File: src/rtl/fpu_pkg.sv
// Shared widths, status codes and FSM states for the FPU normalise/round stage.
package fpu_pkg;

    localparam int EXP_W   = 11;
    localparam int FRAC_W  = 20;
    localparam int BIAS    = 1023;
    localparam int MANT_W  = FRAC_W + 5;
    // The all-ones exponent is reserved for overflow (infinity).
    localparam int EXP_MAX = 2 * BIAS + 1;

    typedef enum logic [1:0] {
        EXACT     = 2'd0,
        OVEFLOW   = 2'd1,
        UNDERFLOW = 2'd2,
        INEXACT   = 2'd3
    } eStatus;

    typedef enum logic [1:0] {
        IDLE,
        SHIFT,
        ROUND,
        DONE
    } norm_state_e;

endpackage

File: src/rtl/fpu_lzc.sv
// Parameterised leading-zero counter; count equals W when data is all zeros.
module fpu_lzc #(
    parameter int W     = 24,
    parameter int CNT_W = $clog2(W + 1)
) (
    input  logic [W-1:0]     data,
    output logic [CNT_W-1:0] count
);

    // NOTE: count gets its default before the loop so every path assigns it
    // and no latch is inferred.
    always_comb begin
        count = CNT_W'(W);
        // Ascending scan: the highest set bit is the last one to write.
        for (int i = 0; i < W; i++) begin
            if (data[i]) count = CNT_W'(W - 1 - i);
        end
    end

endmodule

File: src/rtl/fpu_normalizer.sv
// Normalise-and-round stage behind the FPU adder. Define FPU_NORM_FASTSHIFT_EN
// to replace the bit-serial left shift with an LZC + barrel shift at accept.
module fpu_normalizer
    import fpu_pkg::*;
(
    input  logic                    m_clk,
    input  logic                    m_reset,
    input  logic                    m_inValid,
    output logic                    m_inReady,
    input  logic                    m_inSign,
    input  logic signed [EXP_W+1:0] m_inExp,
    input  logic [MANT_W-1:0]       m_inMant,
    output logic                    m_outValid,
    input  logic                    m_outReady,
    output logic [31:0]             m_dataOut,
    output eStatus                  m_statusOut
);

    // Internal exponent has headroom for carry and round increments and for
    // the full left-shift range without wrapping.
    localparam int EXP_IW = EXP_W + 3;
    localparam int SIG_W  = FRAC_W + 4;
    localparam logic signed [EXP_IW-1:0] EXP_OVF  = EXP_IW'(EXP_MAX);
    localparam logic signed [EXP_IW-1:0] EXP_ZERO = '0;

    norm_state_e              state_q, state_d;
    logic                     sign_q, sign_d;
    logic signed [EXP_IW-1:0] exp_q, exp_d;
    logic [SIG_W-1:0]         mant_q, mant_d;
    logic                     uf_q, uf_d;
    logic [31:0]              data_q, data_d;
    eStatus                   status_q, status_d;

    logic signed [EXP_IW-1:0] in_exp;
    assign in_exp = EXP_IW'(m_inExp);

`ifdef FPU_NORM_FASTSHIFT_EN
    logic [$clog2(SIG_W+1)-1:0] lz;

    fpu_lzc #(.W(SIG_W)) u_lzc (
        .data  (m_inMant[SIG_W-1:0]),
        .count (lz)
    );
`endif

    // Round to nearest, ties to even, on the normalised hidden.fraction|G|R|S.
    logic                     inexact, round_up, rnd_carry;
    logic [FRAC_W+1:0]        rounded;
    logic [FRAC_W-1:0]        frac_fin;
    logic signed [EXP_IW-1:0] exp_fin;

    always_comb begin
        inexact   = |mant_q[2:0];
        round_up  = mant_q[2] & (mant_q[1] | mant_q[0] | mant_q[3]);
        rounded   = {1'b0, mant_q[SIG_W-1:3]} + (FRAC_W+2)'(round_up);
        rnd_carry = rounded[FRAC_W+1];
        frac_fin  = rnd_carry ? rounded[FRAC_W:1] : rounded[FRAC_W-1:0];
        exp_fin   = exp_q + EXP_IW'(rnd_carry);
    end

    always_comb begin
        state_d  = state_q;
        sign_d   = sign_q;
        exp_d    = exp_q;
        mant_d   = mant_q;
        uf_d     = uf_q;
        data_d   = data_q;
        status_d = status_q;

        case (state_q)
            IDLE: begin
                if (m_inValid) begin
                    sign_d = m_inSign;
                    exp_d  = in_exp;
                    mant_d = m_inMant[SIG_W-1:0];
                    uf_d   = (in_exp <= EXP_ZERO);
                    if (m_inMant == '0) begin
                        data_d   = {m_inSign, 31'b0};
                        status_d = EXACT;
                        state_d  = DONE;
                    end else if (m_inMant[MANT_W-1]) begin
                        mant_d  = {m_inMant[MANT_W-1:2], |m_inMant[1:0]};
                        exp_d   = in_exp + EXP_IW'(1);
                        state_d = ROUND;
                    end else if (m_inMant[SIG_W-1]) begin
                        state_d = ROUND;
                    end else begin
`ifdef FPU_NORM_FASTSHIFT_EN
                        mant_d  = m_inMant[SIG_W-1:0] << lz;
                        exp_d   = in_exp - EXP_IW'(lz);
                        state_d = ROUND;
`else
                        state_d = SHIFT;
`endif
                    end
                end
            end
`ifndef FPU_NORM_FASTSHIFT_EN
            SHIFT: begin
                mant_d = mant_q << 1;
                exp_d  = exp_q - EXP_IW'(1);
                if (mant_q[SIG_W-2]) state_d = ROUND;
            end
`endif
            ROUND: begin
                if (exp_fin >= EXP_OVF) begin
                    data_d   = {sign_q, {EXP_W{1'b1}}, {FRAC_W{1'b0}}};
                    status_d = OVEFLOW;
                end else if (uf_q || exp_fin <= EXP_ZERO) begin
                    data_d   = {sign_q, 31'b0};
                    status_d = UNDERFLOW;
                end else begin
                    data_d   = {sign_q, exp_fin[EXP_W-1:0], frac_fin};
                    status_d = inexact ? INEXACT : EXACT;
                end
                state_d = DONE;
            end
            DONE: begin
                if (m_outReady) state_d = IDLE;
            end
            default: state_d = IDLE;
        endcase
    end

    // NOTE: flops update with non-blocking assignments so each one samples
    // the pre-edge value regardless of statement order.
    always_ff @(posedge m_clk) begin
        if (m_reset) begin
            state_q  <= IDLE;
            data_q   <= '0;
            status_q <= EXACT;
        end else begin
            state_q  <= state_d;
            data_q   <= data_d;
            status_q <= status_d;
        end
    end

    // NOTE: the working registers are deliberately unreset; they are always
    // loaded on accept before anything reads them.
    always_ff @(posedge m_clk) begin
        sign_q <= sign_d;
        exp_q  <= exp_d;
        mant_q <= mant_d;
        uf_q   <= uf_d;
    end

    assign m_inReady   = (state_q == IDLE);
    assign m_outValid  = (state_q == DONE);
    assign m_dataOut   = data_q;
    assign m_statusOut = status_q;

endmodule
File: config.mk
export PLATFORM = sky130hd
export DESIGN_NAME = fpu_normalizer
export DESIGN_NICKNAME = d
export VERILOG_FILES = /design/src/rtl/fpu_pkg.sv /design/src/rtl/fpu_lzc.sv /design/src/rtl/fpu_normalizer.sv
export SDC_FILE = /design/constraint.sdc
export NUM_CORES = 1
export LEC_CHECK = 0
export ABC_AREA = 1
export CORE_UTILIZATION = 56
export DETAILED_ROUTE_END_ITERATION = 8
export GPL_ROUTABILITY_DRIVEN = 0
export PLACE_DENSITY = 0.94
export SYNTH_ARGS = -nofsm -noshare
export SYNTH_HDL_FRONTEND = slang
export SYNTH_SLANG_ARGS = --single-unit
File: constraint.sdc
create_clock -name m_clk -period 5.35 [get_ports m_clk]
set_clock_uncertainty 0.2 [all_clocks]
set_input_delay 1.605 -clock m_clk [delete_from_list [all_inputs] [get_ports m_clk]]
set_output_delay 1.605 -clock m_clk [all_outputs]
set_load 0.05 [all_outputs]
==> results of run 1 <==
==> cell type report <==
type / count / area [sq um]
multi-input cells: 605 / 2980
fillers: 762 / 2800
flip-flops and latches: 76 / 1920
repair buffers: 85 / 833
inverters: 109 / 409
well taps: 129 / 161
clock buffers: 9 / 124
clock inverters: 7 / 98.8
==> registers in the layout (all words and copies together) (netlist names) <==
signal,cells
sign_q,1
mant_q,24
m_dataOut,32
state_q,2
m_statusOut,2
exp_q,14
uf_q,1
==> how the worst max path moves through the flow <==
stage	endpoint	slack, ns	startpoint	cells past startpoint
6_report	m_dataOut[23]$_SDFFE_PP0P_	1.47	mant_q[7]$_DFFE_PP_	18
5_1_grt	m_dataOut[15]$_SDFFE_PP0P_	0.98	mant_q[7]$_DFFE_PP_	18
4_1_cts	m_dataOut[2]$_SDFFE_PP0P_	1.59	m_inMant[3]	13
3_5_place_dp	m_dataOut[4]$_SDFFE_PP0P_	1.22	m_inMant[3]	13
3_3_place_gp	m_dataOut[9]$_SDFFE_PP0P_	1.28	m_inMant[23]	13
2_1_floorplan	exp_q[0]$_DFFE_PP_	1.03	state_q[0]$_SDFFE_PP0P_	3
==> critical path: cells and delay by family (launching register included) <==
family	cells	cell delay, ns
DFF	1	0.45
AOI/OAI and AO/OA	1	0.06
adders and majority gates	1	0.31
and+or+nand+nor	16	2.73
==> cells in the mapped netlist (3+ instances only) <==
cell | count | area share
edfxtp_1 | 40 | 0.22
o31ai_1 | 3 | 0.0041
nor2_2 | 18 | 0.021
o21ai_0 | 34 | 0.031
buf_1 | 6 | 0.0041
nand4_1 | 14 | 0.016
buf_6 | 3 | 0.0062
inv_1 | 107 | 0.074
nor2_1 | 128 | 0.088
buf_2 | 6 | 0.0055
o22ai_1 | 3 | 0.0034
nand3_1 | 63 | 0.058
xor2_1 | 17 | 0.027
ha_1 | 10 | 0.023
nor3_1 | 14 | 0.013
a22oi_1 | 8 | 0.011
nand2_2 | 5 | 0.0057
nor4_1 | 6 | 0.0069
nand3_2 | 5 | 0.0092
nand2_1 | 187 | 0.13
a21oi_1 | 69 | 0.063
dfxtp_1 | 36 | 0.13
clkbuf_1 | 12 | 0.0083
==> kinds of logic (layout without fill, tap and decap cells) <==
family	after synthesis	after routing	share of synthesized area
XOR/XNOR	18	18	0.0289
buffers and inverters	138	210	0.103
flip-flops	76	76	0.352
adder cells (fa/ha/maj)	10	10	0.0229
AND/OR/NAND/NOR	451	451	0.367
AO/OA/AOI/OAI	126	126	0.126
==> per-stage QoR <==
stage / total power, mW / hold WS, ns / cell area (sq um)
2_1_floorplan: 1.84 / 0.314 / 5460
3_3_place_gp: 2.10 / 0.252 / 6300
3_5_place_dp: 2.14 / 0.255 / 6300
4_1_cts: 2.64 / 0.267 / 6530
5_1_grt: 2.84 / 0.299 / 6530
6_report: 2.66 / 0.266 / 6530
==> routing by layer <==
layer  vias to the layer above  part of all wire  global-route usage
met5                         -                 0                   0
met4                         0             0.024               0.106
met3                        36             0.083              0.0381
met2                       285              0.44               0.423
met1                      2385              0.45               0.400
li1                       2794                 -                   -
==> power by group through the flow <==
| stage | logic (mW) | registers, mW | clock network, mW |
|---|---|---|---|
| after detailed placement | 1.15 | 0.989 | 0 |
| after global placement | 1.12 | 0.979 | 0 |
| after global routing | 1.32 | 1.00 | 0.515 |
| after floorplan | 0.839 | 1.00 | 0 |
| final | 1.19 | 0.986 | 0.487 |
| after CTS | 1.17 | 0.977 | 0.493 |
==> impl_results.md, run 1 <==
* Postcts setup bufs at 0
* Hold Path Stages at 2
* I/O Buffers at 78
* Cell chain of the critical path: nand2_1 > nor2_1 > nand2_1 > nor2_1 > nand2_1 > nor4_1 > ha_1 > nand2_2 > nor2_4 > nand2_1 > nand2_1 > nand2_1 > nor3_2 > nand3_2 > nand3_1 > nand2_1 > nand2_1 > a21oi_1
* Largest net degree at the start of global routing at 58
* Post-synth EDFFs at 40
* RSZ-0062 raised after global routing: no
* Routed length per instance at 13.1 microns
* Synth Net Count at 872
* Via density per instance at 5.39
* Worst Path Arrival at 3.91 ns
* Final WS setup at 1.47 ns
* CP max FO at 29
* Most frequent cells in the layout: 187 x nand2_1, 128 x nor2_1, 107 x inv_1
* Outcome: finished, final reports clean
* Worst endpoint required time at 5.38 ns
* Tcrit/Tclk final at 0.725
* Dpl cells at 1,004
* Worst-margin pin slew at 0.699 ns
* Die W at 101 microns
* Pleak at 2.70 nW
* DR DRC count at 0
* Worst relative slew slack at 0.534
* Peak supply drop at 0.000222 V
* Crit path launch type: flip-flop
* IO Count at 79
* Core Area at 9330 sq um
* # hold bufs at CTS at 0
* CTS tree: yes
* Max cap viols at 0
* Switching share of power at 0.449
* Row cnt at 35
* Initial antenna violation count at 0
* DRT Pass-1 Iters at 7
* Post-Synthesis Cells at 819
* First-pass GRT wire length at 22.5 mm
* CTS Buf Count at 9
* Hpwl dp at 9.90 mm
* PostCTS Resize Cnt at 0
* Pre-CTS WS at 1.22 ns
* Register area share after synthesis at 0.352
* Sequential share of power at 0.370
* Fin cells at 1,020
* Pwr dens at 408 nW/um^2
* Post-synth cell types at 43
* Clk slew on worst S/H paths at 0.08 ns
* # diodes at 0
* Routed via count at 5,500
* Num Clock Sinks at 76
* Clock root buffer: clkbuf_8
* Die area at 10,100 sq um
* H-tree depth at 3
* Layout cells sized above 1 at 0.0707
* Reg-to-reg endpoint: m_dataOut[23]$_SDFFE_PP0P_
* Initial cell density of the core at 0.585
* Hold Startpoint: m_dataOut[29]$_SDFFE_PP0P_
* Clock Latency Late Sink at 0.36 ns
* Die Ht at 101 microns
* Fin Setup TNS at 0 ns
* WHS Endpoint: m_dataOut[29]$_SDFFE_PP0P_
* Post-Syn Area at 5460 sq um
* Syn Area/Cell at 6.67 sq um
* Synth warn at 0
* Commonest non-fill, non-tap cell in the layout: nand2_1
* R2R Path Start: mant_q[7]$_DFFE_PP_
* Fin crit period at 3.88 ns
* Routed Antenna Nets at 0
* Clk buf depth at 2
* Worst Setup Path Type: reg -> reg
* FFs w/ async S/R, synth at 0
* Worst hold path class: reg -> reg
* Area growth syn-to-layout at 19.6%
* Reg2reg setup slack at 1.47 ns
* GR Util All Layers at 0.277
* Max stage delay cell, worst path: edfxtp_1
* Comb pwr share at 0.447
* Nets at 939
* Pint at 1.47 mW
* Finish-stage setup viols at 0
* Critical path endpoint category: flip-flop
* Net Switching at 1.20 mW
* Max-slew violations at 0
* Fin util at 0.700
* Final Hold Fails at 0
* Aggregate routed wire length at 13.4 mm
* Most used cell, CP: nand2_1
* Final global-route overflow total at 0
* Primary FF master, synth: edfxtp_1
* CP peak stage delay at 0.45 ns
* DRT iter0 DRCs at 511
* Synthesis-stage register bit count at 76
* Clock power frac at 0.183
* Vias in the first global route at 4,868
* Reg2Reg Depth at 18
* Fmax at 0.258 GHz
Note: power is estimated with default switching activity, not from simulation.
==> inputs of run 2 (changes only) <==
==> constraint.sdc (replaced) <==
create_clock -name m_clk -period 3.79 [get_ports m_clk]
set_clock_uncertainty 0.2 [all_clocks]
set_input_delay 1.137 -clock m_clk [delete_from_list [all_inputs] [get_ports m_clk]]
set_output_delay 1.137 -clock m_clk [all_outputs]
set_load 0.05 [all_outputs]
==> run 2 against run 1 <==
Non-clock buffer count grew 5. Clock-buffer cell count grew 1. Maximum frequency grew 12%. Combinational power grew 40%. Critical endpoint is now m_dataOut[2]$_SDFFE_PP0P_.
==> impl_results.md, run 2 (synthesis results as in run 1) <==
* Outcome: finished, final reports clean
* Met2 Use GR at 0.414 (-0.00896)
* Hpwl dp at 9.89 mm (about the same)
* Clock power frac at 0.155 (-0.028)
* Initial cell density of the core at 0.585 (unchanged)
* Pre-CTS WS at 0.183 ns (-1.03 ns)
* Crit path launch: mant_q[7]$_DFFE_PP_
* Commonest non-fill, non-tap cell in the layout: nand2_1
* Most frequent cells in the layout: 187 x nand2_1, 128 x nor2_1, 107 x inv_1
* Fmax at 0.290 GHz (+12%)
* Crit path capture: m_dataOut[2]$_SDFFE_PP0P_
* Pwr dens at 556 nW/um^2 (+36%)
* GR Util met1 at 0.393 (-0.00692)
* RSZ-0062 raised after global routing: no
* Routed length per instance at 12.7 microns (-2.9%)
* Die area at 10,100 sq um (unchanged)
* Worst relative slew slack at 0.644 (+0.111)
* Aggregate routed wire length at 13.1 mm (-2.4%)
* Fin cells at 1,025 (+0.49%)
* Comb pwr share at 0.461 (+0.014)
* Switching share of power at 0.460 (+0.0104)
* Clock Latency Late Sink at 0.37 ns (about the same)
* CTS Buf Count at 9 (unchanged)
* Worst endpoint required time at 3.82 ns (-1.56 ns)
* Routed Antenna Nets at 0 (unchanged)
* Fin Setup TNS at 0 ns (unchanged)
* Worst-margin pin slew at 0.533 ns (-0.165 ns)
* Peak supply drop at 0.000279 V (+25%)
* Placed Area at 6340 sq um (+0.60%)
* Routed via count at 5,525 (+0.45%)
* CP max FO at 18 (-38%)
* Met3 Track Usage GR at 0.0423 (+0.00416)
* Crit path launch type: flip-flop
* Critical path endpoint category: flip-flop
* Max reg flops at 32 (unchanged)
* Clk slew on worst S/H paths at 0.08 ns (about the same)
* CTS tree: yes
* Reg2Reg Depth at 22 (+4)
* Die Ht at 101 microns (unchanged)
* Initial antenna violation count at 0 (unchanged)
* Reg2reg setup slack at 0.34 ns (-1.13 ns)
* Worst Setup Path Type: reg -> reg
* Row cnt at 35 (unchanged)
* Worst Path Arrival at 3.48 ns (-0.43 ns)
* GR Util All Layers at 0.269 (-0.00794)
* IO Count at 79 (unchanged)
* Max cap viols at 0 (unchanged)
* Final Hold Fails at 0 (unchanged)
* Layout cells sized above 1 at 0.0770 (+0.00630)
* Tcrit/Tclk final at 0.910 (+0.185)
* Max-slew violations at 0 (unchanged)
* DRT iter0 DRCs at 460 (-10%)
* Reg-to-reg endpoint: m_dataOut[2]$_SDFFE_PP0P_
* H-tree depth at 3 (unchanged)
* Via density per instance at 5.39 (about the same)
* Finish-stage setup viols at 0 (unchanged)
* Final WS setup at 0.340 ns (-1.13 ns)
* Clk buf depth at 2 (unchanged)
* Pleak at 2.69 nW (-0.38%)
* # diodes at 0 (unchanged)
* Fin util at 0.700 (+0.000804)
* Core Area at 9330 sq um (unchanged)
* DR DRC count at 0 (unchanged)
* Die W at 101 microns (unchanged)
* Cell area after layout at 6530 sq um (+0.12%)
* Num Clock Sinks at 76 (unchanged)
* FF/Latch Area at 1920 sq um (unchanged)
* Vias in the first global route at 4,716 (-3.1%)
* Worst hold path class: reg -> reg
* Multi-input gate area at 2990 sq um (+0.50%)
* Sequential share of power at 0.384 (+0.014)
* R2R Path Start: mant_q[7]$_DFFE_PP_
* Net Switching at 1.67 mW (+39%)
* Area growth syn-to-layout at 19.7%
* DRT Pass-1 Iters at 5 (-2)
* Layout fillers at 746 (-2.1%)
* Pint at 1.96 mW (+34%)
* Clock root buffer: clkbuf_8
* Dpl cells at 1,009 (+0.50%)
* Largest net degree at the start of global routing at 57 (-1.7%)
* Nets at 944 (+0.53%)
* Postcts setup bufs at 0 (unchanged)
* Fin crit period at 3.45 ns (-0.431 ns)
* First-pass GRT wire length at 21.8 mm (-2.9%)
* Final global-route overflow total at 0 (unchanged)
* Gr busiest metal: met2
* I/O Buffers at 78 (unchanged)
[run 2: critical path, stage by stage, from the launching register on]
cell and delay, ns:
edfxtp_1 0.43, nand2_1 0.10, nor2_1 0.09, nand2_1 0.16
nor2_1 0.21, nand2_1 0.12, nor4_2 0.28, ha_1 0.29
nand2_2 0.12, nor2_4 0.22, nand2_1 0.07, nand2_1 0.06
nand2_1 0.09, nor2_1 0.10, nand2_1 0.06, nor2_1 0.08
nand2_1 0.07, nand2_2 0.07, nand2_4 0.14, nand2_8 0.17
nor2_1 0.07, nor2_1 0.08, nor2_1 0.05
[run 2: final cells by class]
type,instances,area share
inverter,109,0.0626
clock buffer,10,0.0211
sequential,76,0.294
timing repair buffer,90,0.133
tap,129,0.0247
clock inverter,6,0.00613
multi-input combinational,605,0.458
[run 2: stage by stage]
stage / hold WS (ns) / total power, mW
global route: 0.274 / 3.89
global placement: 0.253 / 2.97
floorplan: 0.314 / 2.59
CTS: 0.269 / 3.59
detailed placement: 0.258 / 3.02
finish: 0.266 / 3.63
[run 2: metal layers]
layer  routed length (microns)  vias to the layer above
li1                          -                     2803
met1                      6030                     2441
met2                      5760                      263
met3                      1080                       18
met4                       180                        0
met5                         0                        -
[run 2: worst min-delay path by stage]
stage	start	to	slack [ns]	cells after the start
after floorplan	sign_q$_DFFE_PP_	m_dataOut[31]$_SDFFE_PP0P_	0.31	2
after global placement	m_dataOut[26]$_SDFFE_PP0P_	m_dataOut[26]$_SDFFE_PP0P_	0.25	2
after detailed placement	m_dataOut[30]$_SDFFE_PP0P_	m_dataOut[30]$_SDFFE_PP0P_	0.26	2
after CTS	m_dataOut[29]$_SDFFE_PP0P_	m_dataOut[29]$_SDFFE_PP0P_	0.27	2
after global routing	m_statusOut[0]$_SDFFE_PP0P_	m_statusOut[0]$_SDFFE_PP0P_	0.27	2
final	m_dataOut[30]$_SDFFE_PP0P_	m_dataOut[30]$_SDFFE_PP0P_	0.27	2
[run 2: power by group through the flow]
stage	clock, mW	combinational (mW)	sequential, mW
after CTS	0.566	1.64	1.38
final	0.564	1.67	1.39
after global routing	0.606	1.87	1.41
after global placement	0	1.59	1.38
after detailed placement	0	1.62	1.40
after floorplan	0	1.19	1.40
[run 2: timing repair]
item	CTS	global route
setup endpoints to repair	0	22
resized for setup	0	2
hold buffers	0	0
